`src/rtl/cnn_seq_ctrl_if.sv`:
```
// Signal bundle between the CNN sequencer and its UART receiver, input RAM,
// layer engines and UART transmitter.
interface cnn_seq_ctrl_if #(
    parameter int NUM_LAYERS = 5
);
    logic                  rx_rdy;
    logic [7:0]            rx_data;
    logic                  ram_we;
    logic [9:0]            ram_waddr;
    logic                  ram_wdata;
    logic [NUM_LAYERS-1:0] layer_start;
    logic [NUM_LAYERS-1:0] layer_done;
    logic [3:0]            result;
    logic                  trmt;
    logic [7:0]            tx_data;
    logic                  tx_done;
    logic                  busy;
    logic                  ovf;
    logic                  tmo;

    modport master (
        input  rx_rdy, rx_data, layer_done, result, tx_done,
        output ram_we, ram_waddr, ram_wdata, layer_start, trmt, tx_data,
               busy, ovf, tmo
    );

    modport slave (
        output rx_rdy, rx_data, layer_done, result, tx_done,
        input  ram_we, ram_waddr, ram_wdata, layer_start, trmt, tx_data,
               busy, ovf, tmo
    );
endinterface

```
`src/rtl/cnn_seq_ctrl.sv`:
```
// CNN core sequencer: unpacks received image bytes into the bit-wide input RAM,
// chains the layer engines through start/done, and sends the class byte.
module cnn_seq_ctrl #(
    parameter int IMG_BYTES  = 98,
    parameter int NUM_LAYERS = 5,
    parameter int TIMEOUT    = 65535
) (
    input  logic           clk,
    input  logic           RST_n,
    cnn_seq_ctrl_if.master bus
);
    localparam int BCW = $clog2(IMG_BYTES + 1);
    localparam int IW  = (NUM_LAYERS > 1) ? $clog2(NUM_LAYERS) : 1;
    localparam int CW  = $clog2(TIMEOUT + 1);
    localparam logic [BCW-1:0]        IMG_C    = BCW'(IMG_BYTES);
    localparam logic [IW-1:0]         LAST_IDX = IW'(NUM_LAYERS - 1);
    localparam logic [CW-1:0]         TMO_C    = CW'(TIMEOUT);
    localparam logic [NUM_LAYERS-1:0] ONE_HOT0 = NUM_LAYERS'(1);

    typedef enum logic [2:0] {LOAD, UNPACK, RUN, SEND, WAIT_TX} state_t;

    state_t                state_q;
    logic [7:0]            shift_q;
    logic [2:0]            bit_q;
    logic [BCW-1:0]        byte_cnt_q;
    logic [7:0]            skid_q;
    logic                  skid_vld_q;
    logic [IW-1:0]         idx_q;
    logic [CW-1:0]         cnt_q;
    logic                  ram_we_q;
    logic [9:0]            ram_waddr_q;
    logic                  ram_wdata_q;
    logic [NUM_LAYERS-1:0] start_q;
    logic                  trmt_q;
    logic [7:0]            tx_data_q;
    logic                  busy_q;
    logic                  ovf_q;
    logic                  tmo_q;

    logic [2:0]     bit_nxt;
    logic [BCW-1:0] byte_nxt;
    logic [IW-1:0]  idx_nxt;
    logic [7:0]     next_byte;

    assign bit_nxt   = bit_q + 3'd1;
    assign byte_nxt  = byte_cnt_q + BCW'(1);
    assign idx_nxt   = idx_q + IW'(1);
    // A parked skid byte always goes ahead of a byte arriving this cycle.
    assign next_byte = skid_vld_q ? skid_q : bus.rx_data;

    function automatic logic [9:0] addr_of(input logic [BCW-1:0] b);
        return 10'(b) << 3;
    endfunction

    always_ff @(posedge clk or negedge RST_n) begin
        if (!RST_n) begin
            state_q     <= LOAD;
            shift_q     <= '0;
            bit_q       <= '0;
            byte_cnt_q  <= '0;
            skid_q      <= '0;
            skid_vld_q  <= 1'b0;
            idx_q       <= '0;
            cnt_q       <= '0;
            ram_we_q    <= 1'b0;
            ram_waddr_q <= '0;
            ram_wdata_q <= 1'b0;
            start_q     <= '0;
            trmt_q      <= 1'b0;
            tx_data_q   <= '0;
            busy_q      <= 1'b0;
            ovf_q       <= 1'b0;
            tmo_q       <= 1'b0;
        end else begin
            start_q <= '0;
            trmt_q  <= 1'b0;
            case (state_q)
                LOAD: begin
                    if (bus.rx_rdy) begin
                        shift_q     <= bus.rx_data;
                        bit_q       <= '0;
                        ram_we_q    <= 1'b1;
                        ram_waddr_q <= addr_of(byte_cnt_q);
                        ram_wdata_q <= bus.rx_data[0];
                        busy_q      <= 1'b1;
                        state_q     <= UNPACK;
                    end
                end
                UNPACK: begin
                    if (bit_q != 3'd7) begin
                        bit_q       <= bit_nxt;
                        ram_waddr_q <= ram_waddr_q + 10'd1;
                        ram_wdata_q <= shift_q[bit_nxt];
                        if (bus.rx_rdy) begin
                            if (skid_vld_q) ovf_q <= 1'b1;
                            else begin
                                skid_q     <= bus.rx_data;
                                skid_vld_q <= 1'b1;
                            end
                        end
                    end else if (byte_nxt == IMG_C) begin
                        // Image complete; anything still queued is discarded.
                        byte_cnt_q <= '0;
                        idx_q      <= '0;
                        cnt_q      <= '0;
                        start_q    <= ONE_HOT0;
                        ram_we_q   <= 1'b0;
                        skid_vld_q <= 1'b0;
                        if (skid_vld_q || bus.rx_rdy) ovf_q <= 1'b1;
                        state_q    <= RUN;
                    end else begin
                        byte_cnt_q <= byte_nxt;
                        if (skid_vld_q || bus.rx_rdy) begin
                            shift_q     <= next_byte;
                            bit_q       <= '0;
                            ram_waddr_q <= addr_of(byte_nxt);
                            ram_wdata_q <= next_byte[0];
                            skid_vld_q  <= 1'b0;
                            if (skid_vld_q && bus.rx_rdy) ovf_q <= 1'b1;
                        end else begin
                            ram_we_q <= 1'b0;
                            busy_q   <= 1'b0;
                            state_q  <= LOAD;
                        end
                    end
                end
                RUN: begin
                    if (bus.rx_rdy) ovf_q <= 1'b1;
                    if (bus.layer_done[idx_q]) begin
                        if (idx_q == LAST_IDX) begin
                            trmt_q    <= 1'b1;
                            tx_data_q <= {4'h0, bus.result};
                            state_q   <= SEND;
                        end else begin
                            idx_q   <= idx_nxt;
                            start_q <= ONE_HOT0 << idx_nxt;
                            cnt_q   <= '0;
                        end
                    end else if (cnt_q == TMO_C) begin
                        tmo_q     <= 1'b1;
                        trmt_q    <= 1'b1;
                        tx_data_q <= 8'hFF;
                        state_q   <= SEND;
                    end else begin
                        cnt_q <= cnt_q + CW'(1);
                    end
                end
                SEND: begin
                    if (bus.rx_rdy) ovf_q <= 1'b1;
                    state_q <= WAIT_TX;
                end
                WAIT_TX: begin
                    // The clear on leaving wins over a byte dropped in the same cycle.
                    if (bus.tx_done) begin
                        ovf_q   <= 1'b0;
                        busy_q  <= 1'b0;
                        state_q <= LOAD;
                    end else if (bus.rx_rdy) begin
                        ovf_q <= 1'b1;
                    end
                end
                default: state_q <= LOAD;
            endcase
        end
    end

    assign bus.ram_we      = ram_we_q;
    assign bus.ram_waddr   = ram_waddr_q;
    assign bus.ram_wdata   = ram_wdata_q;
    assign bus.layer_start = start_q;
    assign bus.trmt        = trmt_q;
    assign bus.tx_data     = tx_data_q;
    assign bus.busy        = busy_q;
    assign bus.ovf         = ovf_q;
    assign bus.tmo         = tmo_q;
endmodule

```
`src/flat_wrapper.sv`:
```
// flat-port wrapper written by rule: the top's interface ports become plain ports
module cnn_seq_ctrl_flat 
#(
    parameter int IMG_BYTES  = 98,
    parameter int NUM_LAYERS = 5,
    parameter int TIMEOUT    = 65535
)
  (clk, RST_n, bus_rx_rdy, bus_rx_data, bus_layer_done, bus_result, bus_tx_done, bus_ram_we, bus_ram_waddr, bus_ram_wdata, bus_layer_start, bus_trmt, bus_tx_data, bus_busy, bus_ovf, bus_tmo);
  cnn_seq_ctrl_if #(.NUM_LAYERS(NUM_LAYERS)) bus_i ();
  input  logic clk;
  input  logic RST_n;
  input wire logic [$bits(bus_i.rx_rdy)-1:0] bus_rx_rdy;
  input wire logic [$bits(bus_i.rx_data)-1:0] bus_rx_data;
  input wire logic [$bits(bus_i.layer_done)-1:0] bus_layer_done;
  input wire logic [$bits(bus_i.result)-1:0] bus_result;
  input wire logic [$bits(bus_i.tx_done)-1:0] bus_tx_done;
  output wire logic [$bits(bus_i.ram_we)-1:0] bus_ram_we;
  output wire logic [$bits(bus_i.ram_waddr)-1:0] bus_ram_waddr;
  output wire logic [$bits(bus_i.ram_wdata)-1:0] bus_ram_wdata;
  output wire logic [$bits(bus_i.layer_start)-1:0] bus_layer_start;
  output wire logic [$bits(bus_i.trmt)-1:0] bus_trmt;
  output wire logic [$bits(bus_i.tx_data)-1:0] bus_tx_data;
  output wire logic [$bits(bus_i.busy)-1:0] bus_busy;
  output wire logic [$bits(bus_i.ovf)-1:0] bus_ovf;
  output wire logic [$bits(bus_i.tmo)-1:0] bus_tmo;
  assign bus_i.rx_rdy = bus_rx_rdy;
  assign bus_i.rx_data = bus_rx_data;
  assign bus_i.layer_done = bus_layer_done;
  assign bus_i.result = bus_result;
  assign bus_i.tx_done = bus_tx_done;
  assign bus_ram_we = bus_i.ram_we;
  assign bus_ram_waddr = bus_i.ram_waddr;
  assign bus_ram_wdata = bus_i.ram_wdata;
  assign bus_layer_start = bus_i.layer_start;
  assign bus_trmt = bus_i.trmt;
  assign bus_tx_data = bus_i.tx_data;
  assign bus_busy = bus_i.busy;
  assign bus_ovf = bus_i.ovf;
  assign bus_tmo = bus_i.tmo;
  cnn_seq_ctrl #(.IMG_BYTES(IMG_BYTES), .NUM_LAYERS(NUM_LAYERS), .TIMEOUT(TIMEOUT)) u_core (.clk(clk), .RST_n(RST_n), .bus(bus_i));
endmodule
```
`config.mk`:
```
export PLATFORM = sky130hd
export DESIGN_NAME = cnn_seq_ctrl_flat
export DESIGN_NICKNAME = d
export VERILOG_FILES = /design/src/rtl/cnn_seq_ctrl_if.sv /design/src/rtl/cnn_seq_ctrl.sv /design/src/flat_wrapper.sv
export SDC_FILE = /design/constraint.sdc
export NUM_CORES = 1
export LEC_CHECK = 0
export ABC_AREA = 0
export CORE_MARGIN = 8
export CORE_UTILIZATION = 38
export CTS_CLUSTER_DIAMETER = 100
export DETAILED_ROUTE_END_ITERATION = 8
export PLACE_DENSITY = 0.64
export SLEW_MARGIN = 20
export SYNTH_ARGS = -nofsm -noshare
export SYNTH_HDL_FRONTEND = slang
export SYNTH_SLANG_ARGS = --single-unit
export TNS_END_PERCENT = 1
```
`constraint.sdc`:
```
create_clock -name clk -period 3.88 [get_ports clk]
set_input_delay 1.164 -clock clk [delete_from_list [all_inputs] [get_ports clk]]
set_output_delay 1.164 -clock clk [all_outputs]
set_load 0.01 [all_outputs]
```
==> results of run 1 <==
==> flip-flops by register name, summed over array words and instances (netlist names) <==
signal	count
u_core.bus.trmt	1
u_core.idx_q	3
u_core.bus.tx_data	5
u_core.cnt_q	16
u_core.state_q	3
u_core.bus.ram_waddr	10
u_core.skid_vld_q	1
u_core.bus.layer_start	5
u_core.bus.ovf	1
u_core.byte_cnt_q	7
u_core.bus.tmo	1
u_core.bus.busy	1
u_core.bus.ram_wdata	1
u_core.bus.ram_we	1
u_core.shift_q	8
u_core.skid_q	8
u_core.bit_q	3
==> per-stage QoR <==
step	instance area (sq um)	hold slack, ps
final	4930	481
after global routing	4930	518
after CTS	4930	490
after detailed placement	4730	466
after global placement	4730	458
after floorplan	4190	442
==> synthesized netlist by cell type, types with 3 or more instances <==
master,n,share of area
a221oi_1,4,0.0084
a41oi_1,4,0.0084
xor2_1,3,0.0063
nand2b_1,6,0.0090
nand2_1,37,0.033
a31oi_1,25,0.037
nor3_1,14,0.017
o221ai_1,4,0.0084
o21ai_0,17,0.020
inv_1,11,0.0099
nor3b_1,4,0.0072
and2_1,5,0.0075
mux2i_1,14,0.033
nor2_1,36,0.032
a22o_1,7,0.015
nand4_1,4,0.0060
buf_4,5,0.0090
buf_6,3,0.0081
ha_1,12,0.036
dfrtp_1,75,0.45
mux2_2,12,0.032
o211ai_1,3,0.0054
nand3_1,18,0.022
a21oi_1,24,0.029
and3_1,11,0.016
a21o_1,5,0.0090
buf_2,8,0.0096
clkbuf_1,14,0.013
nor2b_1,4,0.0060
==> critical path, stage by stage <==
cell             delay [ps]
clkdlybuf4s50_1         410
mux2_2                  300
a221oi_4                390
nand2_1                 200
a21oi_2                 510
a41oi_1                 190
a31oi_1                 180
==> power by group <==
| group | total (mW) | internal [mW] | switching (mW) | leakage (nW) |
|---|---|---|---|---|
| combinational | 1.12 | 0.566 | 0.550 | 1.08 |
| sequential | 1.18 | 0.977 | 0.203 | 0.952 |
| clock | 0.599 | 0.295 | 0.304 | 0.0950 |
==> placed cells by master, fill, tap and decap left out, types with 3 or more instances in the layout <==
| cell | instances |
|---|---|
| xor2_1 | 3 |
| nand2_1 | 37 |
| o21ai_0 | 17 |
| ha_1 | 12 |
| nor2_1 | 36 |
| a22o_1 | 7 |
| a21o_1 | 5 |
| o211ai_1 | 3 |
| and3_1 | 11 |
| nand3_1 | 18 |
| clkinv_2 | 3 |
| a41oi_1 | 4 |
| nor3b_1 | 4 |
| clkdlybuf4s50_1 | 48 |
| nor2b_1 | 4 |
| nand2b_1 | 6 |
| a31oi_1 | 25 |
| o221ai_1 | 4 |
| mux2_2 | 12 |
| a221oi_1 | 4 |
| nand4_1 | 4 |
| mux2i_1 | 14 |
| clkbuf_8 | 9 |
| and2_1 | 5 |
| nor3_1 | 14 |
| inv_1 | 11 |
| a21oi_1 | 24 |
| buf_4 | 7 |
| dfrtp_1 | 75 |
==> layout make-up <==
type | instances | area share
Multi-Input combinational cell | 311 | 0.426
Clock inverter | 7 | 0.0140
Tap cell | 140 | 0.0356
Timing Repair Buffer | 55 | 0.108
Clock buffer | 9 | 0.0251
Inverter | 13 | 0.00991
Sequential cell | 75 | 0.381
==> cell families after synthesis <==
| logic type | after synthesis | share of synthesized area |
|---|---|---|
| XOR/XNOR | 5 | 0.0105 |
| AO/OA/AOI/OAI | 112 | 0.186 |
| buffers and inverters | 43 | 0.0508 |
| AND/OR/NAND/NOR | 152 | 0.186 |
| multiplexers | 30 | 0.0827 |
| flip-flops | 75 | 0.448 |
| adder cells (fa/ha/maj) | 12 | 0.0358 |
==> metal layers <==
layer	vias up	global-route usage	wire length (um)
li1	1652	-	-
met1	1678	0.165	4200
met2	60	0.236	4950
met3	15	0.0247	332
met4	0	0.0523	144
met5	-	0	0
==> how the worst max path moves through the flow <==
stage,from,to,depth (start not counted)
detailed placement,bus_layer_done[1],u_core.cnt_q[9],7
global placement,bus_layer_done[2],u_core.cnt_q[9],7
floorplan,bus_layer_done[2],u_core.cnt_q[14],7
finish,bus_layer_done[1],u_core.cnt_q[5],7
global route,bus_layer_done[3],u_core.cnt_q[5],7
CTS,bus_layer_done[1],u_core.cnt_q[5],7
==> run summary, run 1 <==
## Route
• Avg Vias per Cell: 5.58
• Initial DRT Pass Iterations: 4
• Vias: 3405
• average wire length per cell after detail routing: 15.8 um
• number of nets with antenna violations after detailed routing: 0
• Post-route DRC: 0
• final wirelength: 9630 um
• violation count after the first detailed-route iteration: 193

## Worst setup path
• CP Max Fanout: 13
• Worst Path Class, Setup: input pin to flip-flop
• slack of the worst reg-to-reg path: 1250 ps
• beginning of the worst register-to-register path: u_core.bit_q[0]
• kind of launch point of the worst setup path: input pin
• data arrival time of the critical path: 3340 ps
• Worst EP required: 4150 ps
• reg-to-reg endpoint: u_core.cnt_q[10]
• cell depth of the worst flop-to-flop path: 8
• type of destination of the critical path: flip-flop

## Floorplanning
• Rows: 38
• overall die height: 121 um
• DIE WIDTH: 121 um
• core footprint: 0.0108 sq mm
• area enclosed by the die boundary: 0.0146 sq mm
• count of boundary I/O pins: 50
• starting density of the core: 0.388

## Clock tree
• CTS Buffer Depth: 2
• count of hold-fix buffers inserted at cts: 0
• CTS tree: built
• clock transition time at the flip-flop clock pins of the worst setup and hold paths: 90 ps
• buffer type at the clock tree root: clkbuf_8
• number of resized instances in the post-cts repair step: 0
• Clk Latency, worst-skew pair: 350 ps
• post-CTS setup buffers: 0
• deepest level of the CTS H-tree: 3
• clock sinks: 75
• total clock buffers created by CTS: 9

## Finish
• Area growth syn-to-layout: 17.6%
• count of antenna diodes in the layout: 0
• Filler Cells Inserted: 1005
• net count of the finished layout: 498
• final non-filler cell total: 610
• area of all sequential standard cells: 0.00188 sq mm
• fraction of final layout cells with drive strength greater than 1: 0.111
• final cell utilization of the core: 0.456
• multi-input logic area: 0.00210 sq mm

## Logic synthesis
• Main synth FF type: dfrtp_1
• post-synth design cell area: 0.00419 sq mm
• Syn Nets: 462
• Netlist cell types: 60
• Synth warnings: 0
• number of synthesized flops with an enable pin: 0
• number of instances in the synthesized netlist: 429
• total of flip-flops plus latches after synthesis: 75
• proportion of register bits with asynchronous set or reset after synthesis: 1.00
• Post-Syn Area per Cell: 9.76 sq um
• sequential fraction of the synthesis area: 0.448

## GRT
• number of antenna violations at the first check in global routing: 0
• global-route wire length before repair: 16500 um
• total congestion overflow: 0
• number of global-route vias before repair: 3398
• total routing resource utilization after global routing: 0.137
• pin count of the biggest net entering global routing: 76

## Timing
• final setup fails: 0
• Setup Skew: 13.6 ps
• Total Neg Setup Slack: 0 ps
• actual slew at the worst max-slew pin: 946 ps
• setup repair after global routing missed its margin: false
• Max Slew Vio Count: 0
• relative slew slack: 0.369
• maximum frequency from static timing analysis: 325 MHz
• period utilisation layout: 0.792
• setup slack after layout: 807 ps
• post-layout minimum cycle time: 3070 ps
• count of endpoints failing hold in the final timing report: 0

## Min path
• number of stages on the worst hold path: 1
• endpoint of the worst hold path: u_core.bus.tmo
• hold crit path type: flip-flop to flip-flop
• Hold Path Origin: u_core.bus.tmo

## Power and ir drop
• worst vdd rail ir drop: 230 uV
• ratio of total power to cell area: 588 mW/mm^2
• total power consumption of the routed design: 2.90 mW
• standby leakage power: 2.13 nW

## Flow run
• # Max-Cap Violations: 0

## Placed design
• number of cells in the design after placement: 594
• count of buffers inserted at the top-level ports: 49
• final weighted congestion in routability-driven placement: 0.847
• pre-CTS worst setup slack: 445 ps
• DPL Wire Length: 6660 um

## Run status
• result of the run: finished, final reports clean

No activity file was read; power rests on OpenSTA's default activity.
==> run 2: changes to the inputs <==
- clock period: 3.88 -> 2.97 ns (I/O delays scaled with it)
==> run 2 against run 1 <==
Effect of this change: clock power up 27%; routed wire length up 0.34%; combinational power up 31%; core utilization up 0.73 points; power up 30%; critical path type unchanged; largest cell class unchanged.
==> run summary, run 2 (synthesis results as in run 1) <==
## Clock tree
• post-CTS setup buffers: 0, unchanged
• CTS Buffer Depth: 2, unchanged
• count of hold-fix buffers inserted at cts: 0, unchanged
• CTS tree: built, unchanged
• clock transition time at the flip-flop clock pins of the worst setup and hold paths: 80 ps, was 90 ps
• Clk Latency, worst-skew pair: 340 ps, was 350 ps
• total clock buffers created by CTS: 9, unchanged
• number of resized instances in the post-cts repair step: 0, unchanged
• clock sinks: 75, unchanged
• buffer type at the clock tree root: clkbuf_8, unchanged
• deepest level of the CTS H-tree: 3, unchanged

## Power and ir drop
• clock network fraction of design power: 0.201, was 0.207
• standby leakage power: 2.18 nW, was 2.13 nW
• internal power consumption: 2.42 mW, was 1.84 mW
• switch share: 0.359, was 0.365
• worst vdd rail ir drop: 329 uV, was 230 uV
• Combinational Power Share: 0.390, was 0.385
• power spent charging and discharging nets: 1.36 mW, was 1.06 mW
• sequential group share of total power: 0.409, was 0.408
• ratio of total power to cell area: 754 mW/mm^2, was 588 mW/mm^2

## Timing
• count of endpoints failing hold in the final timing report: 0, unchanged
• post-layout minimum cycle time: 2520 ps
• maximum frequency from static timing analysis: 397 MHz
• period utilisation layout: 0.848
• setup repair after global routing missed its margin: false, unchanged
• relative slew slack: 0.641, was 0.369
• Max Slew Vio Count: 0, unchanged
• Total Neg Setup Slack: 0 ps, unchanged
• actual slew at the worst max-slew pin: 535 ps, was 946 ps
• final setup fails: 0, unchanged
• Setup Skew: 13.3 ps, was 13.6 ps

## GRT
• total routing resource utilization after global routing: 0.139, was 0.137
• total congestion overflow: 0, unchanged
• number of global-route vias before repair: 3434, was 3398
• routing usage on met1: 0.177, was 0.165
• global-route wire length before repair: 16800 um, was 16500 um
• met2 track demand over resource: 0.234, was 0.236
• number of antenna violations at the first check in global routing: 0, unchanged
• routing usage on met3: 0.0256, was 0.0247
• pin count of the biggest net entering global routing: 47, was 76
• highest-utilization routing layer at the global route stage: met2, unchanged

## Flow run
• # Max-Cap Violations: 0, unchanged

## Worst setup path
• kind of launch point of the worst setup path: input pin, unchanged
• cell class contributing the biggest share of worst-path delay: compound AO/OA/AOI/OAI gates, unchanged
• Largest stage delay, worst path: 390 ps, was 510 ps
• type of destination of the critical path: flip-flop, unchanged
• worst-path cell with the longest stage delay: clkdlybuf4s50_1, was a21oi_2
• Worst EP required: 3200 ps, was 4150 ps
• Cell Chain, Critical Path: clkdlybuf4s50_1, mux2_4, a22oi_1, a21boi_2, o211a_1, nor2_4, o221a_2, was clkdlybuf4s50_1, mux2_2, a221oi_4, nand2_1, a21oi_2, a41oi_1, a31oi_1
• data arrival time of the critical path: 2750 ps, was 3340 ps
• total number of cells along the worst setup path: 7, unchanged
• cell depth of the worst flop-to-flop path: 7, was 8
• Worst Path Class, Setup: input pin to flip-flop, unchanged
• CP Max Fanout: 13, unchanged
• number of buffer and inverter instances along the worst setup path: 1, unchanged

## Finish
• most used cells in the layout excluding fill and tap cells: dfrtp_1 (75), clkdlybuf4s50_1 (48), nand2_1 (37), nor2_1 (36), a31oi_1 (25), unchanged
• most frequent standard cell in the layout excluding fill and tap cells: dfrtp_1, unchanged
• fraction of final layout cells with drive strength greater than 1: 0.123, was 0.111
• multi-input logic area: 0.00210 sq mm, unchanged
• final non-filler cell total: 619, was 610
• Area growth syn-to-layout: 19.5%, was 17.6%
• Largest register FFs: 16, unchanged
• Filler Cells Inserted: 1018, was 1005
• register bank with the most flops: u_core.cnt_q, unchanged
• net count of the finished layout: 508, was 498
• area of all sequential standard cells: 0.00188 sq mm, unchanged
• count of antenna diodes in the layout: 0, unchanged

## Floorplanning
• Rows: 38, unchanged
• area enclosed by the die boundary: 0.0146 sq mm, unchanged
• starting density of the core: 0.388, unchanged
• DIE WIDTH: 121 um, unchanged
• core footprint: 0.0108 sq mm, unchanged
• count of boundary I/O pins: 50, unchanged
• overall die height: 121 um, unchanged

## Placed design
• final weighted congestion in routability-driven placement: 0.820, was 0.847
• number of cells in the design after placement: 604, was 594
• count of buffers inserted at the top-level ports: 49, unchanged
• DPL Wire Length: 6950 um, was 6660 um

## Route
• Vias: 3388, was 3405
• Initial DRT Pass Iterations: 4, unchanged
• number of nets with antenna violations after detailed routing: 0, unchanged
• Post-route DRC: 0, unchanged
• average wire length per cell after detail routing: 15.6 um, was 15.8 um
• final wirelength: 9660 um, was 9630 um
• violation count after the first detailed-route iteration: 220, was 193
• Avg Vias per Cell: 5.47, was 5.58

## Min path
• number of stages on the worst hold path: 1, unchanged
• hold crit path type: flip-flop to flip-flop, unchanged

## Run status
• result of the run: finished, final reports clean, unchanged

-- run 2: changes by cell type in the layout (fill, tap and decap cells not counted), sizes merged --
| cell | change |
|---|---|
| clkbuf | +2 |
| clkinvlp | -2 |
| clkinv | -1 |
| buf | +10 |
-- run 2: cell type report --
class                      instances  area share
multi-input combinational        311       0.419
sequential                        75       0.375
timing repair buffer              65       0.124
tap                              140      0.0350
clock buffer                      11      0.0263
clock inverter                     4      0.0105
inverter                          13     0.00975
-- run 2: power by group through the flow --
stage                     Sequential, mW  Combinational, mW  Clock (mW)
after CTS                           1.54               1.49       0.788
after detailed placement            1.56               1.48           0
after global routing                1.58               1.64       0.836
after floorplan                     1.49               1.05           0
final                               1.54               1.47       0.760
after global placement              1.55               1.46           0
-- run 2: per-layer routing --
metal	vias to the layer above	wire (um)
li1	1664	-
met1	1674	4450
met2	41	4880
met3	9	209
met4	0	118
met5	-	0
-- run 2: through the flow --
stage	area [sq um]	util	hold slack, ps	worst slack [ps]	power (mW)
after floorplan	4190	-	442	507	2.54
after global placement	4820	0.447	457	131	3.00
after detailed placement	4820	0.447	458	92.3	3.04
after CTS	5000	0.464	479	429	3.81
after global routing	5000	0.464	488	306	4.06
final	5000	0.464	473	450	3.77
-- run 2: worst paths after layout --
kind | start | to | slack, ps
max reg2reg | u_core.cnt_q[0] | u_core.cnt_q[10] | 450
min reg2reg | u_core.bus.tmo | u_core.bus.tmo | 470
min in group asynchronous | RST_n | u_core.skid_q[2] | 480
max | bus_layer_done[2] | u_core.cnt_q[10] | 450
min | u_core.bus.tmo | u_core.bus.tmo | 470
max in group asynchronous | RST_n | u_core.byte_cnt_q[3] | 1920
==> run 3: changes to the inputs <==
- PLACE_DENSITY: 0.64 -> 0.66
- clock period: 2.97 -> 2.09 ns (I/O delays scaled with it)
==> run 3 against run 2 <==
Effect of this change: register-to-register slack got worse by 420 ps; clock-buffer cell count increased by 2; routed wire length increased by 9.3%; sequential share of layout area decreased by 3.5 points; final area increased by 11%; first-iteration DRC count decreased by 11%; clock power increased by 59%; critical path depth unchanged; power increased by 54%; sequential cell count unchanged; highest routed layer unchanged.
==> run summary, run 3 (synthesis results as in run 1) <==
## Clock tree
• buffer type at the clock tree root: clkbuf_8, unchanged
• CTS tree: built, unchanged
• deepest level of the CTS H-tree: 3, unchanged
• CTS Buffer Depth: 2, unchanged
• clock sinks: 75, unchanged
• clock transition time at the flip-flop clock pins of the worst setup and hold paths: 80 ps, about the same
• total clock buffers created by CTS: 9, unchanged
• Clk Latency, worst-skew pair: 360 ps, was 340 ps
• count of hold-fix buffers inserted at cts: 0, unchanged

## Worst setup path
• end point of the critical path: u_core.bus.ram_wdata, was u_core.cnt_q[10]
• Setup crit start: u_core.byte_cnt_q[1], was bus_layer_done[2]
• slack of the worst reg-to-reg path: 30 ps, was 450 ps
• CP Max Fanout: 6, was 13
• reg-to-reg endpoint: u_core.bus.ram_wdata, was u_core.cnt_q[10]
• Worst Path Class, Setup: flip-flop to flip-flop, was input pin to flip-flop
• beginning of the worst register-to-register path: u_core.byte_cnt_q[1], was u_core.cnt_q[0]
• cell depth of the worst flop-to-flop path: 7, unchanged
• data arrival time of the critical path: 2290 ps, was 2750 ps
• kind of launch point of the worst setup path: flip-flop, was input pin
• type of destination of the critical path: flip-flop, unchanged
• Worst EP required: 2330 ps, was 3200 ps

## Finish
• Largest register FFs: 16, unchanged
• Filler Cells Inserted: 975, was 1018
• fraction of final layout cells with drive strength greater than 1: 0.236, was 0.123
• most used cells in the layout excluding fill and tap cells: dfrtp_1 (72), buf_4 (52), clkdlybuf4s50_1 (43), nand2_1 (36), nor2_1 (36), was dfrtp_1 (75), clkdlybuf4s50_1 (48), nand2_1 (37), nor2_1 (36), a31oi_1 (25)
• net count of the finished layout: 550, was 508
• most frequent standard cell in the layout excluding fill and tap cells: dfrtp_1, unchanged
• final non-filler cell total: 662, was 619
• count of antenna diodes in the layout: 0, unchanged
• Area growth syn-to-layout: 32.1%, was 19.5%
• register bank with the most flops: u_core.cnt_q, unchanged

## Flow run
• # Max-Cap Violations: 0, unchanged

## Timing
• setup repair after global routing missed its margin: true, was false
• final setup fails: 0, unchanged
• period utilisation layout: 0.983
• minimum hold slack: 238 ps, was 473 ps
• count of endpoints failing hold in the final timing report: 0, unchanged
• Setup Skew: 12.2 ps, was 13.3 ps
• setup slack after layout: 34.7 ps, was 450 ps
• Total Neg Setup Slack: 0 ps, unchanged
• maximum frequency from static timing analysis: 487 MHz
• relative slew slack: 0.636, was 0.641
• post-layout minimum cycle time: 2060 ps
• actual slew at the worst max-slew pin: 546 ps, was 535 ps
• Max Slew Vio Count: 0, unchanged

## Min path
• hold crit path type: input pin to asynchronous set/reset pin, was flip-flop to flip-flop

## Run status
• result of the run: finished, final reports clean, unchanged

## Power and ir drop
• total power consumption of the routed design: 5.79 mW, was 3.77 mW
• ratio of total power to cell area: 1050 mW/mm^2, was 754 mW/mm^2
• worst vdd rail ir drop: 503 uV, was 329 uV
• standby leakage power: 2.45 nW, was 2.18 nW

## Floorplanning
• overall die height: 121 um, unchanged
• starting density of the core: 0.388, unchanged
• DIE WIDTH: 121 um, unchanged
• count of boundary I/O pins: 50, unchanged
• area enclosed by the die boundary: 0.0146 sq mm, unchanged
• core footprint: 0.0108 sq mm, unchanged
• Rows: 38, unchanged

## Route
• violation count after the first detailed-route iteration: 196, was 220
• final wirelength: 10600 um, was 9660 um
• number of nets with antenna violations after detailed routing: 0, unchanged
• Initial DRT Pass Iterations: 4, unchanged
• average wire length per cell after detail routing: 15.9 um, was 15.6 um
• Avg Vias per Cell: 5.42, was 5.47
• Post-route DRC: 0, unchanged
• Vias: 3585, was 3388

## GRT
• pin count of the biggest net entering global routing: 40, was 47
• total congestion overflow: 0, unchanged
• global-route wire length before repair: 17700 um, was 16800 um
• total routing resource utilization after global routing: 0.149, was 0.139
• number of antenna violations at the first check in global routing: 0, unchanged
• number of global-route vias before repair: 3603, was 3434

## Placed design
• final weighted congestion in routability-driven placement: 0.812, was 0.820
• DPL Wire Length: 7530 um, was 6950 um
• number of cells in the design after placement: 636, was 604
• pre-CTS worst setup slack: -490 ps, was 92.3 ps
• count of buffers inserted at the top-level ports: 49, unchanged

run 3: cell count changes in the layout (fill, tap and decap cells not counted), moves of 3 or more:
cell,before,now
buf_12,1,4
buf_4,16,52
clkbuf_8,9,12
clkdlybuf4s50_1,48,43
dfrtp_1,75,72
dfrtp_2,0,3
dlygate4sd2_1,0,4
mux2_4,1,4
run 3: metrics by stage:
step                cell area [sq um]   util
floorplan                        4260      -
global placement                 5150  0.478
detailed placement               5150  0.478
CTS                              5510  0.511
global route                     5540  0.513
finish                           5540  0.513
run 3: area by class of cell:
cell class                 count  area (sq um)  area share
multi-input combinational    311          2220       0.401
clock inverter                 3          45.0     0.00814
tap                          140           175      0.0316
sequential                    75          1880       0.340
clock buffer                  13           169      0.0305
inverter                      13          48.8     0.00882
timing repair buffer         107           998       0.180
run 3: per-layer routing:
| metal | up-vias | global-route usage | share of wire |
|---|---|---|---|
| met4 | 0 | 0.0445 | 0.013 |
| met5 | - | 0 | 0 |
| met3 | 11 | 0.0414 | 0.040 |
| met1 | 1758 | 0.186 | 0.45 |
| met2 | 58 | 0.247 | 0.49 |
| li1 | 1758 | - | - |
run 3: how the worst min path moves through the flow:
stage / start / endpoint / slack [ps] / depth (start not counted)
after floorplan: RST_n / u_core.bit_q[0] / 330 / 0
after global placement: u_core.bus.tmo / u_core.bus.tmo / 460 / 1
after detailed placement: u_core.bus.tmo / u_core.bus.tmo / 460 / 1
after CTS: RST_n / u_core.bus.ram_waddr[9] / 250 / 1
after global routing: RST_n / u_core.bus.ram_waddr[8] / 270 / 1
final: RST_n / u_core.bus.ram_waddr[8] / 240 / 1
run 3: what timing repair did:
item	CTS	global route
cloned	1	0
pin swaps	4	2
setup buffers	9	0
setup endpoints to repair	20	23
resized for setup	15	10
run 3: power breakdown:
part | internal, mW | leakage [nW] | switching (mW)
combinational | 1.28 | 1.40 | 1.19
sequential | 1.82 | 0.948 | 0.303
clock | 0.650 | 0.102 | 0.558
total | 3.75 | 2.45 | 2.05
run 3: critical path, stage by stage (launching register included):
cell     delay (ps)
dfrtp_1         430
ha_2            230
and3_4          210
nand3_4          90
o22ai_4         230
a31oi_4         130
or2_4           300
mux2_4          310
